### src/rtl/fsm_count_pkg.sv
// Shared encodings for the multi-channel w/z count detector.
package fsm_count_pkg;

    // Per-channel FSM state; 2'b00 is unused and decodes back to IDLE.
    typedef enum logic [1:0] {
        ST_IDLE   = 2'b01,
        ST_ACCUM  = 2'b10,
        ST_DETECT = 2'b11
    } state_e;

    // Global counting mode.
    localparam logic MODE_CUMUL  = 1'b0;
    localparam logic MODE_CONSEC = 1'b1;

endpackage : fsm_count_pkg

### src/rtl/fsm_count_chan.sv
// One detector channel: counts w=1 samples and holds z while the threshold is met.
module fsm_count_chan
    import fsm_count_pkg::*;
#(
    parameter int unsigned CNT_W = 4
) (
    input  logic             clk_i,
    input  logic             reset_i,
    input  logic             en_i,
    input  logic             mode_i,
    input  logic [CNT_W-1:0] thr_i,
    input  logic             w_i,
    output logic             z_o,
    output logic             z_rise_o,
    output logic [CNT_W-1:0] count_o
);

    state_e             state_q, state_d;
    logic [CNT_W-1:0]   count_q, count_d;
    logic               z_rise_q, z_rise_d;
    logic [CNT_W:0]     count_inc;

    // One extra bit so the >= threshold compare cannot wrap.
    assign count_inc = {1'b0, count_q} + (CNT_W+1)'(1);

    // Next-state, next-count and entry-pulse logic.
    always_comb begin
        state_d  = state_q;
        count_d  = count_q;
        z_rise_d = 1'b0;
        if (en_i) begin
            if (thr_i == '0) begin
                state_d = ST_IDLE;
                count_d = '0;
            end else begin
                unique case (state_q)
                    ST_IDLE: begin
                        if (w_i) begin
                            count_d = CNT_W'(1);
                            state_d = (thr_i == CNT_W'(1)) ? ST_DETECT : ST_ACCUM;
                        end
                    end
                    ST_ACCUM: begin
                        if (w_i) begin
                            if (count_inc >= {1'b0, thr_i}) begin
                                state_d = ST_DETECT;
                                count_d = thr_i;
                            end else begin
                                count_d = count_inc[CNT_W-1:0];
                            end
                        end else if (mode_i == MODE_CONSEC) begin
                            state_d = ST_IDLE;
                            count_d = '0;
                        end
                    end
                    ST_DETECT: begin
                        if (w_i) begin
                            // Threshold may have been raised; climb toward it, never past.
                            count_d = (count_q < thr_i) ? count_inc[CNT_W-1:0] : thr_i;
                        end else begin
                            state_d = ST_IDLE;
                            count_d = '0;
                        end
                    end
                    default: begin
                        state_d = ST_IDLE;
                        count_d = '0;
                    end
                endcase
            end
            z_rise_d = (state_d == ST_DETECT) && (state_q != ST_DETECT);
        end
    end

    // State, count and pulse registers with synchronous reset.
    always_ff @(posedge clk_i) begin
        if (reset_i) begin
            state_q  <= ST_IDLE;
            count_q  <= '0;
            z_rise_q <= 1'b0;
        end else begin
            state_q  <= state_d;
            count_q  <= count_d;
            z_rise_q <= z_rise_d;
        end
    end

    assign z_o      = (state_q == ST_DETECT);
    assign z_rise_o = z_rise_q;
    assign count_o  = count_q;

endmodule : fsm_count_chan

### src/rtl/fsm_count_detect.sv
// Multi-channel count detector: CHANNELS independent fsm_count_chan instances.
module fsm_count_detect
    import fsm_count_pkg::*;
#(
    parameter int unsigned CHANNELS = 4,
    parameter int unsigned CNT_W    = 4
) (
    input  logic                      Clk,
    input  logic                      Reset,
    input  logic                      En,
    input  logic                      Mode,
    input  logic [CHANNELS*CNT_W-1:0] Thresh,
    input  logic [CHANNELS-1:0]       w,
    output logic [CHANNELS-1:0]       z,
    output logic [CHANNELS-1:0]       z_rise,
    output logic [CHANNELS*CNT_W-1:0] Count
);

    // One channel per w bit; Mode, En and Reset are shared.
    for (genvar i = 0; i < CHANNELS; i++) begin : g_chan
        fsm_count_chan #(
            .CNT_W (CNT_W)
        ) u_chan (
            .clk_i    (Clk),
            .reset_i  (Reset),
            .en_i     (En),
            .mode_i   (Mode),
            .thr_i    (Thresh[i*CNT_W +: CNT_W]),
            .w_i      (w[i]),
            .z_o      (z[i]),
            .z_rise_o (z_rise[i]),
            .count_o  (Count[i*CNT_W +: CNT_W])
        );
    end

endmodule : fsm_count_detect

### config.mk
export PLATFORM = sky130hd
export DESIGN_NAME = fsm_count_detect
export DESIGN_NICKNAME = d
export VERILOG_FILES = /design/src/rtl/fsm_count_pkg.sv /design/src/rtl/fsm_count_chan.sv /design/src/rtl/fsm_count_detect.sv
export SDC_FILE = /design/constraint.sdc
export NUM_CORES = 1
export LEC_CHECK = 0
export ABC_AREA = 1
export CORE_ASPECT_RATIO = 0.8
export CORE_MARGIN = 3
export CORE_UTILIZATION = 55
export CTS_CLUSTER_DIAMETER = 40
export DETAILED_ROUTE_END_ITERATION = 7
export PLACE_DENSITY = 0.86
export SYNTH_ARGS = -nofsm -noshare
export SYNTH_HDL_FRONTEND = slang
export SYNTH_HIERARCHICAL = 1
export SYNTH_SLANG_ARGS = --single-unit
### constraint.sdc
create_clock -name Clk -period 2.1 [get_ports Clk]
set_input_delay 0.21 -clock Clk [delete_from_list [all_inputs] [get_ports Clk]]
set_output_delay 0.21 -clock Clk [all_outputs]
set_load 0.02 [all_outputs]
==> reports/qor.csv, run 1 <==
metric,value,unit
run_status,completed,
vias,3305,
rsz0062_at_grt,false,
drc,0,
grt-ovfl-total,0,
viasPerCell,5.31,
wl_per_cell,11.9,um
clock_path_buffers,2,
first_global_vias,2813,
clock-sinks,28,
dieArea,0.00652,mm^2
tns,0,ns
ys_ff_latch,28,
finalSetupViolCount,0,
path_clk_slew,0.09,ns
numCtsBuffers,3,
cap_violations,0,
antenna_found_initial,0,
tightest_slew,0.325,ns
synth.cell_area,0.00307,mm^2
critPathLaunchType,flop,
hold_path_class,flop to flop,
ant_nets,0,
relSlewSlack,0.781,
power_density,388,mW/mm^2
post_synth.cell_area_avg,6.26,um^2
core_area,0.00521,mm^2
drt_iter0_markers,142,
drv_slew,0,
netlist.area_leader.share,0.182,
critPathKind,flop to flop,
area_delta_synth_final,23.5,%
htree_levels,1,
detail_route.first_pass.iterations,4,
cts_hold_buf,0,
ioPinCount,48,
port_buffers,47,
finalWorstSetupSlack,0.143,ns
synthTopCellsByArea,"dfxtp_1, nand2_1, ha_1",
insertedDiodeCount,0,
grt_max_degree,29,
dpl.hpwl,5.81,mm
wirelength,7.42,mm
power_leakage,1.82,nW
cts_tree,built,
grt.total_usage,0.230,
yosysUniqueCellTypes,31,
cp_data_required_time,2.31,ns
vdd_drop_max,0.368,mV
synthCells,491,
critPathCaptureType,flop,
cts-root-buf,clkbuf_8,
yosys.area.top_type,dfxtp_1,
die_y,72.8,um
grt_pass1_wl,12.3,mm
fill_cells,429,
yosys_warnings,6,
arrival,2.16,ns
finalNetCount,608,
finalCritPeriodShare,0.932,
ctsResizeCount,0,
dp_worst_setup_slack,0.0723,ns
clk_latency,0.27,ns
drive_gt1_frac,0.196,
finalClockSkew,0.00300,ns
final-hold-violation-count,0,
ys_seq_area_frac,0.182,
critPathMaxFanout,7,
start_util,0.590,
fin_crit,1.96,ns
die_x,89.6,um
gp_congestion,0.945,
post_cts_buffers,0,
fmax,511,MHz
synthesis.nets,551,
rows,23,
==> state kept, by name, indices dropped and copies added, names as in the netlist <==
register,count
g_chan.u_chan/count_o,16
g_chan.u_chan/state_q,8
g_chan.u_chan/z_rise_o,4
==> critical path, cell delays in order (launching register included) <==
cell	delay, ns
dfxtp_2	0.43
nand4_1	0.11
nand2_1	0.13
inv_1	0.06
ha_1	0.30
nand2_1	0.08
nand2_2	0.07
nor2_4	0.18
nand2_4	0.09
nand2_1	0.08
nand3_1	0.06
o21ai_1	0.11
nand2_1	0.07
a21oi_1	0.11
==> metal layers <==
layer	track usage	vias to the layer above	wire, um
li1	-	1711	-
met1	0.334	1462	3600
met2	0.365	122	3240
met3	0.0339	10	520
met4	0.0347	0	54
met5	0	-	0
==> report_power, final <==
group | internal, W | switching, W | total [W] | leakage (nW)
sequential | 0.000553 | 0.0000308 | 0.000584 | 0.233
combinational | 0.000193 | 0.000274 | 0.000467 | 1.55
clock | 0.000255 | 0.000164 | 0.000419 | 0.0357
total | 0.00100 | 0.000469 | 0.00147 | 1.82
==> per-stage QoR <==
| stage | area (um^2) | total power (W) | std cells | utilization | hold WS, ns |
|---|---|---|---|---|---|
| after floorplan | 3070 | 0.000884 | 491 | - | 0.272 |
| after global placement | 3660 | 0.00104 | 618 | 0.703 | 0.498 |
| after detailed placement | 3660 | 0.00105 | 618 | 0.703 | 0.499 |
| after CTS | 3730 | 0.00148 | 622 | 0.717 | 0.514 |
| after global routing | 3790 | 0.00157 | 622 | 0.728 | 0.543 |
| final | 3790 | 0.00147 | 622 | 0.728 | 0.513 |
==> cell type report <==
cell class / instances / area [um^2] / area share
Timing Repair Buffer: 55 / 531 / 0.140
Sequential cell: 28 / 572 / 0.151
Clock inverter: 1 / 30.0 / 0.00792
Clock buffer: 3 / 41.3 / 0.0109
Inverter: 78 / 293 / 0.0772
Multi-Input combinational cell: 382 / 2230 / 0.589
Tap cell: 75 / 93.8 / 0.0247
==> worst paths after layout <==
kind,start,slack [ns],end,cells past startpoint
setup reg to reg,g_chan[2].u_chan/count_o[2],0.14,g_chan[2].u_chan/count_o[2],13
hold / removal,g_chan[2].u_chan/count_o[3],0.51,g_chan[2].u_chan/count_o[3],2
setup / recovery,g_chan[2].u_chan/count_o[2],0.14,g_chan[2].u_chan/count_o[2],13
hold reg to reg,g_chan[2].u_chan/count_o[3],0.51,g_chan[2].u_chan/count_o[3],2
==> cells in the final DEF, fill, tap and decap left out, drive strengths merged, types with 2 or more instances in the layout <==
cell type,instances
and3,4
o2111ai,3
nor3,3
dfxtp,28
ha,36
nand2,160
buf,8
o21ai,29
nor2,38
nand4,7
inv,76
nor4,3
nand3,59
clkbuf,3
o211ai,2
nand3b,2
xnor2,4
clkdlybuf4s50,47
clkinv,2
a21oi,30
==> Yosys cell counts <==
| library cell | instances |
|---|---|
| nand2_1 | 139 |
| nand3_1 | 58 |
| inv_1 | 43 |
| ha_1 | 36 |
| inv_2 | 33 |
| dfxtp_1 | 28 |
| a21oi_1 | 27 |
| nor2_1 | 24 |
| o21ai_1 | 24 |
| nand2_2 | 16 |
| nor2_2 | 8 |
| nor2_4 | 6 |
| nand2_4 | 5 |
| nand4_1 | 4 |
| xnor2_1 | 4 |
| a21oi_2 | 3 |
| and3_1 | 3 |
| buf_6 | 3 |
| nand4_2 | 3 |
| nor3_1 | 3 |
| nor4_1 | 3 |
| o2111ai_1 | 3 |
| o21ai_0 | 3 |
| clkinv_1 | 2 |
| nand3b_1 | 2 |
| o211ai_1 | 2 |
| o21ai_2 | 2 |
| and3_2 | 1 |
| nand3_2 | 1 |
| o21bai_2 | 1 |
| xor2_1 | 1 |
==> logic make-up (layout without fill, tap and decap cells) <==
| family | count (synthesis) | in the layout | synth area share |
|---|---|---|---|
| and+or+nand+nor | 276 | 276 | 0.431 |
| AOI/OAI and AO/OA | 65 | 65 | 0.119 |
| adders and majority gates | 36 | 36 | 0.147 |
| xor gates and xnor gates | 5 | 5 | 0.0143 |
| buffers and inverters | 81 | 137 | 0.106 |
| DFF | 28 | 28 | 0.182 |
(Power assumes the default switching activity.)
==> run 2, diff against run 1 <==
- CTS_CLUSTER_SIZE: unset -> 20
- GPL_TIMING_DRIVEN: unset -> 0
==> run 2 against run 1 <==
  * Utilization up 0.79 points
  * Maximum frequency is 1.4% lower
  * Sequential share of layout area rose by 0.49 points
  * Power rose by 0.33%
  * Worst hold slack got worse by 0.0077 ns
  * Cell count unchanged
  * Die area unchanged
  * Flip-flop and latch count stayed put
  * Wire length grew 1.9%
  * Clock power about the same
  * Non-clock buffer count did not move
  * Design area increased by 1.1%
  * Critical path type unchanged
==> reports/qor.csv, run 2 (synthesis gave the netlist of run 1 again) <==
metric,value,unit,change
final-hold-violation-count,0,,unchanged
dpl.hpwl,5.85,mm,+0.62%
cts_tree,built,,
layout_commonest_cell,nand2_1,,
clk_latency,0.27,ns,about the same
fmax,504,MHz,-1.4%
drc,0,,unchanged
finalWorstSetupSlack,0.115,ns,-0.0287 ns
run_status,completed,,
clock-sinks,28,,unchanged
wl_per_cell,12.2,um,+1.9%
ant_nets,0,,unchanged
htree_levels,1,,unchanged
crit_start,g_chan[2].u_chan/count_o[0],,
finalClockSkew,0.00368,ns,+0.000677 ns
area_delta_synth_final,24.8,%,
rows,23,,unchanged
cp_data_required_time,2.29,ns,-0.02 ns
min_from,g_chan[3].u_chan/count_o[3],,
arrival,2.17,ns,about the same
finalSetupViolCount,0,,unchanged
largest_reg_flops,16,,unchanged
clock_path_buffers,2,,unchanged
vias,3364,,+1.8%
cts-root-buf,clkbuf_8,,
critPathKind,flop to flop,,
core_area,0.00521,mm^2,unchanged
r2r_start,g_chan[2].u_chan/count_o[0],,
power_density,385,mW/mm^2,-0.75%
dp_worst_setup_slack,-0.0406,ns,-0.113 ns
die_y,72.8,um,unchanged
cts_hold_buf,0,,unchanged
antenna_found_initial,0,,unchanged
grt-ovfl-total,0,,unchanged
final_core_util,0.736,,+0.00793
grt_pass1_wl,12.4,mm,+1.3%
cap_violations,0,,unchanged
vdd_drop_max,0.293,mV,-20%
dieArea,0.00652,mm^2,unchanged
start_util,0.590,,unchanged
ioPinCount,48,,unchanged
drt_iter0_markers,160,,+13%
port_buffers,47,,unchanged
gp_congestion,0.937,,-0.83%
r2r_slack,0.11,ns,-0.03 ns
tns,0,ns,unchanged
fin_crit,1.99,ns,+0.0287 ns
first_global_vias,2954,,+5.0%
insertedDiodeCount,0,,unchanged
finalNetCount,608,,unchanged
die_x,89.6,um,unchanged
viasPerCell,5.41,,+1.8%
hold_path_class,flop to flop,,
tightest_slew,0.987,ns,+0.662 ns
power_leakage,1.82,nW,+0.14%
drv_slew,0,,unchanged
grt.total_usage,0.231,,+0.00129
layout_common_cells,"nand2_1, nand3_1, clkdlybuf4s50_1, inv_1, inv_2",,
critPathLaunchType,flop,,
critPathMaxFanout,9,,+2
critPathCaptureType,flop,,
detail_route.first_pass.iterations,5,,+1
relSlewSlack,0.340,,-0.441
path_clk_slew,0.09,ns,about the same
grt_max_degree,29,,unchanged
wirelength,7.56,mm,+1.9%
numCtsBuffers,3,,unchanged
finalCritPeriodShare,0.945,,+0.0137
drive_gt1_frac,0.207,,+0.0110
[run 2: metal layers]
| metal | up-vias | wire length [um] | part of all wire | global-route usage |
|---|---|---|---|---|
| li1 | 1715 | - | - | - |
| met1 | 1502 | 3490 | 0.46 | 0.314 |
| met2 | 139 | 3500 | 0.46 | 0.387 |
| met3 | 8 | 518 | 0.069 | 0.0384 |
| met4 | 0 | 48 | 0.0063 | 0.0397 |
| met5 | - | 0 | 0 | 0 |
[run 2: final timing paths]
kind,endpoint,cells past startpoint
setup / recovery,g_chan[2].u_chan/count_o[0],13
hold / removal,g_chan[3].u_chan/count_o[3],2
setup reg to reg,g_chan[2].u_chan/count_o[0],13
hold reg to reg,g_chan[3].u_chan/count_o[3],2
[run 2: where the power goes]
group | leakage [nW] | switching, W | internal (W)
Combinational | 1.55 | 0.000280 | 0.000197
Clock | 0.0357 | 0.000166 | 0.000255
Sequential | 0.237 | 0.0000285 | 0.000547
[run 2: cell type report]
| type | instances | area [um^2] |
|---|---|---|
| Inverter | 78 | 293 |
| Tap cell | 75 | 93.8 |
| Timing Repair Buffer | 52 | 508 |
| Sequential cell | 28 | 597 |
| Multi-Input combinational cell | 382 | 2240 |
| Clock inverter | 1 | 30.0 |
| Buffer | 3 | 33.8 |
| Fill cell | 444 | 1380 |
| Clock buffer | 3 | 41.3 |
[run 2: worst max-delay path: stages, from the launching register on]
cell and delay [ns]:
dfxtp_4 0.39, ha_2 0.22, xnor2_2 0.21, inv_2 0.07, ha_1 0.29, nand2_1 0.06
inv_1 0.04, nand2_2 0.12, nand2_4 0.08, nand2_1 0.06, nand3_1 0.06, nand2_1 0.08
nand3_1 0.09, a21oi_1 0.13
[run 2: through the flow]
stage / hold slack [ns] / std cells / total power, W / cell area [um^2]
final: 0.505 / 622 / 0.00147 / 3830
after floorplan: 0.272 / 491 / 0.000884 / 3070
after detailed placement: 0.508 / 613 / 0.00105 / 3640
after global routing: 0.532 / 622 / 0.00157 / 3830
after CTS: 0.522 / 617 / 0.00147 / 3710
after global placement: 0.499 / 613 / 0.00104 / 3640
[run 2: repair_timing]
| item | in CTS | in global routing |
|---|---|---|
| setup endpoints to repair | 15 | 24 |
| setup buffers | 0 | 5 |
| gates resized for setup | 3 | 27 |
| pin swaps | 0 | 6 |
